==> config.mk <==
export PLATFORM = sky130hd
export DESIGN_NAME = vga_timing_gen
export DESIGN_NICKNAME = d
export VERILOG_FILES = /design/src/rtl/vga_timing_gen.sv
export SDC_FILE = /design/constraint.sdc
export NUM_CORES = 1
export LEC_CHECK = 0
export CORE_UTILIZATION = 42
export CTS_BUF_LIST = sky130_fd_sc_hd__clkbuf_16
export DETAILED_ROUTE_END_ITERATION = 6
export GPL_TIMING_DRIVEN = 0
export PLACE_DENSITY = 0.74
export SYNTH_ARGS = -nofsm -noshare
export SYNTH_HDL_FRONTEND = slang
export SYNTH_SLANG_ARGS = --single-unit
==> constraint.sdc <==
create_clock -name Clock -period 1.69 [get_ports Clock]
set_clock_uncertainty 0.1 [all_clocks]
set_input_delay 0.338 -clock Clock [delete_from_list [all_inputs] [get_ports Clock]]
set_output_delay 0.338 -clock Clock [all_outputs]
set_load 0.05 [all_outputs]
==> src/rtl/vga_timing_gen.sv <==
// VGA raster timing generator: pixel-enable divider, merged H/V counters and
// combinational region/sync/strobe decode of the registered state.
module vga_timing_gen #(
   parameter int CW       = 10,
   parameter int H_ACTIVE = 640,
   parameter int H_FP     = 16,
   parameter int H_SYNC   = 96,
   parameter int H_BP     = 48,
   parameter int V_ACTIVE = 480,
   parameter int V_FP     = 10,
   parameter int V_SYNC   = 2,
   parameter int V_BP     = 33,
   parameter bit HS_POL   = 1'b0,
   parameter bit VS_POL   = 1'b0,
   parameter int CLK_DIV  = 2
) (
   input  logic          Clock,
   input  logic          Clear,
   input  logic          Enable,
   output logic [CW-1:0] HCount,
   output logic [CW-1:0] VCount,
   output logic [1:0]    HRegion,
   output logic [1:0]    VRegion,
   output logic          HSync,
   output logic          VSync,
   output logic          Active,
   output logic          PixelTick,
   output logic          LineEnd,
   output logic          FrameEnd
);

   localparam int H_TOTAL = H_ACTIVE + H_FP + H_SYNC + H_BP;
   localparam int V_TOTAL = V_ACTIVE + V_FP + V_SYNC + V_BP;
   localparam int DW      = (CLK_DIV > 1) ? $clog2(CLK_DIV) : 1;

   localparam logic [DW-1:0] DIV_MAX = DW'(CLK_DIV - 1);
   localparam logic [CW-1:0] H_END   = CW'(H_TOTAL - 1);
   localparam logic [CW-1:0] V_END   = CW'(V_TOTAL - 1);

   // Region boundaries kept 32-bit so a zero-width back porch cannot overflow CW.
   localparam int H_FP_START = H_ACTIVE;
   localparam int H_SY_START = H_ACTIVE + H_FP;
   localparam int H_BP_START = H_ACTIVE + H_FP + H_SYNC;
   localparam int V_FP_START = V_ACTIVE;
   localparam int V_SY_START = V_ACTIVE + V_FP;
   localparam int V_BP_START = V_ACTIVE + V_FP + V_SYNC;

   logic [DW-1:0] div;

   always_ff @(posedge Clock) begin
      if (Clear) begin
         div    <= '0;
         HCount <= '0;
         VCount <= '0;
      end else if (Enable) begin
         div <= (div == DIV_MAX) ? '0 : div + 1'b1;
         if (PixelTick) begin
            if (HCount == H_END) begin
               HCount <= '0;
               VCount <= (VCount == V_END) ? '0 : VCount + 1'b1;
            end else begin
               HCount <= HCount + 1'b1;
            end
         end
      end
   end

   always_comb begin
      if      (32'(HCount) < H_FP_START) HRegion = 2'd0;
      else if (32'(HCount) < H_SY_START) HRegion = 2'd1;
      else if (32'(HCount) < H_BP_START) HRegion = 2'd2;
      else                               HRegion = 2'd3;

      if      (32'(VCount) < V_FP_START) VRegion = 2'd0;
      else if (32'(VCount) < V_SY_START) VRegion = 2'd1;
      else if (32'(VCount) < V_BP_START) VRegion = 2'd2;
      else                               VRegion = 2'd3;
   end

   assign HSync     = (HRegion == 2'd2) ? HS_POL : ~HS_POL;
   assign VSync     = (VRegion == 2'd2) ? VS_POL : ~VS_POL;
   assign Active    = (HRegion == 2'd0) && (VRegion == 2'd0);
   assign PixelTick = Enable && (div == DIV_MAX);
   assign LineEnd   = PixelTick && (HCount == H_END);
   assign FrameEnd  = LineEnd && (VCount == V_END);

endmodule

==> flow_summary.yaml, run 1 <==
drt:
  drt_pre_antenna_iters: 4
  finalWirelength_um: 3301
  drc: 0
  routedWlPerCell_um: 15.14
  vias: 1221
  drt_iter0_markers: 35
  antenna_left: 0
  avgViaCountPerCell: 5.601
timing:
  finalHoldViolCount: 0
  layout_worst_path_cycle_share_pct: 131.3
  setup_viol: 25
  tightest_slew_ps: 537.5
  slew_headroom_pct: 64.17
  setup_ws_ps: -528.5
  fmax_mhz: 450.7
  slew_violations: 0
  rsz0062_at_grt: "true"
  period_needed_ps: 2219
critical_path:
  slowest_delay_ps: 540
  cp_cell_sequence: "or4b_4 > nor4_4 > buf_6 > and2_4 > buf_8"
  cp_top_family: "simple AND/OR/NAND/NOR gates"
  endpoint_kind: "output port"
  reg2reg_to: "VCount[9]"
  path_buf_inv: 2
  cp.arrival_ps: 1780
  crit_path_top_delay_cell: "or4b_4"
  reg2reg_depth: 8
  critPathLaunchType: "flop"
  reg2reg_from: "HCount[6]"
  rrSetupSlack_ps: -400
  required_ps: 1250
  critPathLaunch: "HCount[6]"
  critPathMaxFanout: 2
  crit_type: "flop to output port"
run_status:
  status: "finished, violations left"
  violations: "negative setup slack"
floorplanning:
  ios: 33
  rows: 18
  fp.dieH_um: 55
  core_area_um2: 2567
  fp.dieArea_um2: 3025
  start_util_pct: 45.96
  die_w_um: 55
placed_design:
  dpl.cell_count: 199
  gp_congestion: 0.8060
  portBuffers: 31
  post-dp-hpwl_um: 2112
  dpl_cell_area_um2: 1640
pwr:
  p_switching_uw: 227.7
  clockPowerShare_pct: 47.2
  sw_frac_of_total_pct: 21.68
  p_int_uw: 822.4
  leakagePower_uw: 0.0008381
  seqPwrFrac_pct: 47.0
  combinationalPowerShare_pct: 5.8
  power_density_nw_per_um2: 530.8
  p_total_uw: 1050
  vdd_drop_max_mv: 0.7462
logic_synthesis:
  ys_seq_area_share_pct: 35.63
  ys.flop_type: "dfxtp_1"
  post_synth_num_cell_types: 35
  ys_ff_latch: 21
  ys_warn_count: 0
  synth_area_per_cell_um2: 8.550
  synth_fp_nets: 144
  synth_area_leaders: "dfxtp_1 36%, nor2_1 5.1%, a32o_1 4.2%, nor3_1 4.2%, nand4_1 3.7%"
  synth.largest_area_cell: "dfxtp_1"
  netlist.area_leader.share_pct: 35.63
  synthCells: 138
  synth_edf_count: 0
  synth_area_um2: 1180
  async_flop_share_pct: 0
layout:
  stdcell_count: 218
  drive_above_1_share_pct: 43.09
  fin_util_pct: 77.05
  area_delta_synth_final_pct: 67.66
  final_nets: 195
  stdcell_area_um2: 1978
  layout_common_cells: "14 x buf_6, 14 x dlygate4sd2_1, 10 x dfxtp_4, 10 x nor2_1"
  n_antenna_cell: 0
  fillerInstances: 174
grt:
  grt_antenna_before_repair: 0
  grt_max_degree: 12
  first_global_vias: 1122
  track_usage_pct: 24.49
  grt_first_pass_wirelength_um: 5188
  grt-ovfl-total: 0
flow_run:
  drv_cap: 0
clock_tree:
  clk_pin_slew_ps: 60
  cts_num_sinks: 21
  cts_tree: "done"
  cts_buffer_depth: 2
  cts_root_buffer: "clkbuf_16"
  clk_latency_ps: 250
  htree_num_levels: 1
  cts-buffers-inserted: 3
min_path:
  whs_endpoint: "div"
  whs_path_depth: 3
  hp-class: "input port to flop"
  hold_start: "Enable"
-- power by group through the flow --
stage,combinational (uW),sequential [uW],clock (uW)
global placement,56.2,504,0
floorplan,29.9,512,0
CTS,57.6,492,498
global route,65.2,494,523
finish,61.2,493,496
detailed placement,57.5,504,0
-- worst max-delay path by stage --
stage          endpoint  cells after the start
2_1_floorplan  FrameEnd                      4
3_3_place_gp   FrameEnd                      6
3_5_place_dp   FrameEnd                      6
4_1_cts        FrameEnd                      5
5_1_grt        FrameEnd                      5
6_report       FrameEnd                      5
-- state kept, by name, indices dropped and copies added (netlist names) --
name and flops:
HCount 10, VCount 10, div 1
-- routing by layer --
| metal | track usage, % | vias to the layer above | part of all wire (%) |
|---|---|---|---|
| li1 | - | 601 | - |
| met5 | 0 | - | 0 |
| met3 | 4.098 | 6 | 4.4 |
| met2 | 43.17 | 38 | 50 |
| met4 | 10.00 | 0 | 1.9 |
| met1 | 29.11 | 576 | 44 |
-- layout make-up --
cell class | count | area (um^2) | area share (%)
inverter | 4 | 15.01 | 0.7590
timing repair buffer | 48 | 491.7 | 24.86
clock inverter | 1 | 3.754 | 0.1898
tap | 30 | 37.54 | 1.898
buffer | 4 | 33.78 | 1.708
multi-input combinational | 107 | 853.3 | 43.14
clock buffer | 3 | 75.07 | 3.795
sequential | 21 | 467.9 | 23.66
-- worst min-delay path, delay by kind of cell --
| kind | cells | cell delay [ps] |
|---|---|---|
| buf+inv | 1 | 200 |
| xor+xnor | 1 | 100 |
| simple gates | 1 | 70 |
-- logic make-up (layout without fill, tap and decap cells) --
logic type	count (synthesis)	in the layout	share of synthesized area, %
compound gates	22	22	13.89
xor+xnor	9	9	6.680
fa+ha+maj	3	3	3.182
buf+inv	10	60	3.817
flops	21	21	35.63
mux	3	3	2.757
simple gates	70	70	34.04
-- Yosys cell counts, types with 2 or more instances --
| library cell | number |
|---|---|
| nor3b_1 | 2 |
| nor3_1 | 10 |
| o21a_1 | 3 |
| nor2b_1 | 5 |
| ha_1 | 3 |
| a32o_1 | 5 |
| and2_1 | 3 |
| a21oi_1 | 2 |
| nor2_1 | 16 |
| nand2_1 | 7 |
| nand3_1 | 4 |
| nor4b_1 | 2 |
| dfxtp_1 | 21 |
| clkbuf_1 | 5 |
| xor2_1 | 4 |
| and3_1 | 6 |
| mux2_2 | 2 |
| o21bai_1 | 2 |
| nand4_1 | 7 |
| inv_1 | 4 |
| xnor2_1 | 5 |
| o21ai_0 | 7 |
-- per-stage QoR --
stage                     setup TNS [ps]  worst slack [ps]  hold slack [ps]
after floorplan                    -4431            -473.7            374.8
after global placement            -17070             -1499            397.7
after detailed placement          -17810             -1521            401.7
after CTS                          -7943            -650.8            422.7
after global routing               -7077            -575.8            438.8
final                              -5477            -528.5            401.8
-- timing repair --
item                       4_1_cts  5_1_grt
setup endpoints to repair       47       31
resized for setup              115       20
hold buffers                     0        0
pin swaps                       12       15
setup buffers                   18        1
Power figures use the tool's default switching activity.
==> inputs of run 2 (changes only) <==
- CORE_ASPECT_RATIO: unset -> 0.8
==> run 2 against run 1 <==
  * The flow still finishes with violations (negative setup slack)
  * Combinational power fell by 8.5%
  * Worst setup slack got worse by 12 ps
  * Design area decreased by 0.13%
  * Die area about the same
  * Hold slack gained 30 ps
  * Critical path depth unchanged
  * Non-clock buffer count grew 4
  * Global-route usage rose by 0.63 points
  * Sequential power barely moved
==> flow_summary.yaml, run 2 (same netlist as run 1, synthesis figures left out) <==
run_status:
  status: "finished, violations left"
  violations: "negative setup slack"
timing:
  tightest_slew_ps: 507.4
  slew_violations: 0
  period_needed_ps: 2230
  setup_viol: 25
  finalHoldViolCount: 0
  layout_worst_path_cycle_share_pct: 132.0
  rsz0062_at_grt: "true"
  fmax_mhz: 448.4
  setup_ws_ps: -540.1
  slew_headroom_pct: 66.31
critical_path:
  endpoint_kind: "output port"
  required_ps: 1250
  cp.arrival_ps: 1790
  rrSetupSlack_ps: -300
  crit_path_top_delay_cell: "or4b_4"
  reg2reg_from: "HCount[6]"
  cp_cell_sequence: "or4b_4 > nor4_4 > buf_6 > and2_4 > buf_8"
  crit_type: "flop to output port"
  reg2reg_to: "VCount[8]"
  slowest_delay_ps: 540
  reg2reg_depth: 5
  critPathLaunchType: "flop"
  critPathMaxFanout: 3
floorplanning:
  rows: 16
  start_util_pct: 46.04
  fp.dieArea_um2: 3027
  ios: 33
  fp.dieH_um: 49.41
  die_w_um: 61.26
  core_area_um2: 2562
drt:
  avgViaCountPerCell: 5.632
  drt_pre_antenna_iters: 4
  drt_iter0_markers: 65
  routedWlPerCell_um: 16.03
  vias: 1284
  finalWirelength_um: 3655
  antenna_left: 0
  drc: 0
clock_tree:
  cts-buffers-inserted: 3
  cts_num_sinks: 21
  cts_buffer_depth: 2
  htree_num_levels: 1
  clk_pin_slew_ps: 60
  hold_buffers: 0
  cts_root_buffer: "clkbuf_16"
  clk_latency_ps: 250
  cts_tree: "done"
grt:
  grt_antenna_before_repair: 0
  track_usage_pct: 25.12
  grtUsageMet3_pct: 4.775
  use_met1_pct: 37.36
  grt_busiest_layer: "met2"
  first_global_vias: 1177
  grt-ovfl-total: 0
  grt_first_pass_wirelength_um: 5658
  grt_max_degree: 12
  met2_usage_pct: 37.50
min_path:
  whs_path_depth: 2
  hp-class: "flop to flop"
  hold_start: "HCount[0]"
  whs_endpoint: "HCount[0]"
layout:
  final_nets: 199
  final_common_cell: "buf_4"
  area_delta_synth_final_pct: 67.44
  reg.largest.list: "HCount: 10 flops, VCount: 10 flops, div: 1 flops"
  fillerInstances: 192
  stdcell_count: 228
  layout_common_cells: "19 x buf_4, 15 x dlygate4sd2_1, 11 x dfxtp_4, 11 x nor2_1"
  drive_above_1_share_pct: 45.31
  n_antenna_cell: 0
placed_design:
  gp_congestion: 0.8833
  pre_cts_ws_ps: -1515
  dpl.cell_count: 205
  portBuffers: 31
  post-dp-hpwl_um: 2083
flow_run:
  drv_cap: 0
pwr:
  leakagePower_uw: 0.0008467
  vdd_drop_max_mv: 0.5834
  power_density_nw_per_um2: 528.1
  p_total_uw: 1043
[run 2: changes by cell type in the layout (fill, tap and decap cells not counted), sizes merged]
cell           before  now
dlymetal6s2s        1    0
clkbuf              6    7
buf                29   34
clkdlybuf4s15       4    2
dlygate4sd2        14   15
[run 2: how the worst max path moves through the flow]
stage / startpoint / end / slack [ps] / cells after the start
finish: HCount[6] / FrameEnd / -540 / 5
global route: HCount[6] / FrameEnd / -580 / 5
CTS: HCount[5] / FrameEnd / -700 / 5
detailed placement: Enable / FrameEnd / -1520 / 6
global placement: Enable / FrameEnd / -1500 / 6
floorplan: HCount[5] / FrameEnd / -470 / 4
[run 2: area by class of cell]
type                    instances  area, um^2  area share [%]
multi-input cells             107       848.3           42.94
repair buffers                 52       481.7           24.38
flip-flops and latches         21       470.5           23.81
clock buffers                   3       75.07           3.800
well taps                      36       45.04           2.280
plain buffers                   4       33.78           1.710
inverters                       4       17.52          0.8866
clock inverters                 1       3.754          0.1900
[run 2: power by group]
part / switching [uW] / internal [uW]
clock network: 182 / 315
registers: 5.81 / 484
logic: 36.9 / 19.1
[run 2: routing by layer]
metal / up-vias / share of wire, %
met3: 4 / 6.1
li1: 613 / -
met4: 0 / 0.47
met5: - / 0
met1: 609 / 43
met2: 58 / 50
[run 2: through the flow]
step	utilization, %	TNS, ps	cell area [um^2]	hold slack (ps)
after global routing	77.10	-6735	1976	468.2
after CTS	73.83	-7949	1892	424.4
final	77.10	-5462	1976	431.7
after floorplan	-	-4431	1292	374.8
after detailed placement	64.31	-18110	1648	413.4
after global placement	64.31	-17430	1648	404.3
[run 2: worst max-delay path, delay by kind of cell, from the launching register on]
kind | cells | cell delay, ps
simple gates | 3 | 920
flops | 1 | 340
buf+inv | 2 | 290
[run 2: what timing repair did]
item / in CTS / in global routing
buffers inserted: 16 / 7
setup endpoints to repair: 47 / 28
pin swaps: 18 / 9
gates resized for setup: 111 / 25
==> inputs of run 3 (changes only) <==
--- a/config.mk
+++ b/config.mk
@@ -11,4 +11,5 @@
 export DETAILED_ROUTE_END_ITERATION = 6
 export GPL_TIMING_DRIVEN = 0
+export MAX_ROUTING_LAYER = met4
 export PLACE_DENSITY = 0.74
 export SYNTH_ARGS = -nofsm -noshare
==> constraint.sdc (replaced) <==
create_clock -name Clock -period 1.69 [get_ports Clock]
set_clock_uncertainty 0.1 [all_clocks]
set_input_delay 0.169 -clock Clock [delete_from_list [all_inputs] [get_ports Clock]]
set_output_delay 0.169 -clock Clock [all_outputs]
set_load 0.05 [all_outputs]
==> run 3 against run 2 <==
  * The run still ends with negative setup slack left
  * Core utilization down 5.4 points
  * Clock-buffer cell count unchanged
  * Critical endpoint unchanged
  * First-iteration DRC count down 43%
  * Hold slack worse by 120 ps
  * Wire length down 13%
  * Sequential cell count unchanged
  * Register-to-register slack worse by 40 ps
  * Maximum frequency up 6.3%
==> flow_summary.yaml, run 3 (same netlist as run 1, synthesis figures left out) <==
timing:
  setup_viol: 20
  hold_ws_ps: 313.5
  layout_worst_path_cycle_share_pct: 124.2
  finalHoldViolCount: 0
  tightest_slew_ps: 509.0
  slew_headroom_pct: 66.01
  period_needed_ps: 2099
  fmax_mhz: 476.5
  setup_ws_ps: -408.8
  slew_violations: 0
  rsz0062_at_grt: "true"
run_status:
  violations: "negative setup slack"
  status: "finished, violations left"
clock_tree:
  clk_latency_ps: 250
  cts_buffer_depth: 2
  hold_buffers: 0
  cts_num_sinks: 21
  cts_root_buffer: "clkbuf_16"
  cts-buffers-inserted: 3
  cts_tree: "done"
  htree_num_levels: 1
  clk_pin_slew_ps: 60
critical_path:
  endpoint_kind: "output port"
  crit_type: "flop to output port"
  cp.arrival_ps: 1830
  critPathLaunchType: "flop"
  required_ps: 1420
  reg2reg_depth: 5
  critPathMaxFanout: 3
pwr:
  leakagePower_uw: 0.0008315
  seqPwrFrac_pct: 47.3
  combinationalPowerShare_pct: 5.7
  sw_frac_of_total_pct: 21.21
  p_int_uw: 825.2
  power_density_nw_per_um2: 569.8
  vdd_drop_max_mv: 0.5502
  p_switching_uw: 222.1
  clockPowerShare_pct: 47.0
drt:
  avgViaCountPerCell: 5.594
  routedWlPerCell_um: 14.27
  met3_length_um: 215
  highest_layer: "met4"
  wl_met1_um: 1517
  finalWirelength_um: 3196
  antenna_left: 0
  met2_length_um: 1442
  drc: 0
  drt_iter0_markers: 37
  drt_pre_antenna_iters: 4
  vias: 1253
grt:
  grt_antenna_before_repair: 0
  grt_first_pass_wirelength_um: 5050
  first_global_vias: 1042
  track_usage_pct: 22.81
  grt_max_degree: 12
  grt-ovfl-total: 0
layout:
  layout_common_cells: "16 x dlygate4sd2_1, 14 x buf_4, 11 x nor2_1"
  n_antenna_cell: 0
  final_nets: 195
  final_common_cell: "dlygate4sd2_1"
  reg.largest.list: "HCount: 10 flops, VCount: 10 flops, div: 1 flops"
  fin_util_pct: 71.73
  area_delta_synth_final_pct: 55.78
  drive_above_1_share_pct: 36.17
  stdcell_area_um2: 1838
floorplanning:
  die_w_um: 61.26
  ios: 33
  fp.dieH_um: 49.41
  core_area_um2: 2562
  fp.dieArea_um2: 3027
  rows: 16
  start_util_pct: 46.04
min_path:
  hp-class: "input port to flop"
  whs_path_depth: 3
placed_design:
  gp_congestion: 0.8134
  post-dp-hpwl_um: 2004
  portBuffers: 31
  dpl_cell_area_um2: 1603
flow_run:
  drv_cap: 0
-- run 3: cell types whose count changed in the layout (fill, tap and decap cells not counted), sizes merged --
cell / before / now
buf: 34 / 27
clkdlybuf4s15: 2 / 0
clkdlybuf4s50: 1 / 2
dlygate4sd2: 15 / 16
dlymetal6s2s: 0 / 3
-- run 3: worst paths after layout --
path,start,to,slack (ps)
worst max-delay path,HCount[5],FrameEnd,-410
worst min-delay path,Clear,VCount[8],310
worst max register to register,HCount[5],VCount[3],-340
worst min register to register,VCount[0],VCount[0],400
-- run 3: final cells by class --
class | count | area [um^2]
multi-input cells | 107 | 794.5
fillers | 209 | 724.4
flip-flops and latches | 21 | 460.4
repair buffers | 47 | 416.7
clock buffers | 3 | 75.07
well taps | 36 | 45.04
plain buffers | 5 | 27.53
inverters | 4 | 15.01
clock inverters | 1 | 3.754
-- run 3: worst max-delay path: stages, from the launching register on --
cell     delay, ps
dfxtp_4        340
or4b_4         540
nor4_4         270
buf_6          150
and2_4         130
buf_8          140
-- run 3: per-layer routing --
layer | vias to the layer above | GRT usage (%)
li1 | 610 | -
met1 | 591 | 34.58
met2 | 48 | 31.88
met3 | 4 | 4.775
met4 | 0 | 2.273
met5 | - | -
-- run 3: power by group through the flow --
stage                     Sequential [uW]  Clock [uW]  Combinational, uW
after floorplan                       517           0               32.9
after global routing                  497         523               63.9
after detailed placement              509           0               59.4
after CTS                             498         498               55.9
final                                 496         492               59.7
after global placement                508           0               58.6
-- run 3: metrics by stage --
step	power, uW	instances	TNS [ps]	setup slack (ps)
after floorplan	550.2	138	-4688	-377.7
after global placement	567.1	205	-11910	-1204
after detailed placement	568.1	205	-12350	-1206
after CTS	1051	222	-6713	-466.9
after global routing	1083	224	-6132	-437.6
final	1047	224	-5188	-408.8
-- run 3: repair_timing --
action / 4_1_cts / 5_1_grt
gates resized for setup: 83 / 25
endpoints found under the setup margin: 44 / 29
pin swaps: 7 / 9
cloned: 0 / 0
setup buffers: 14 / 4
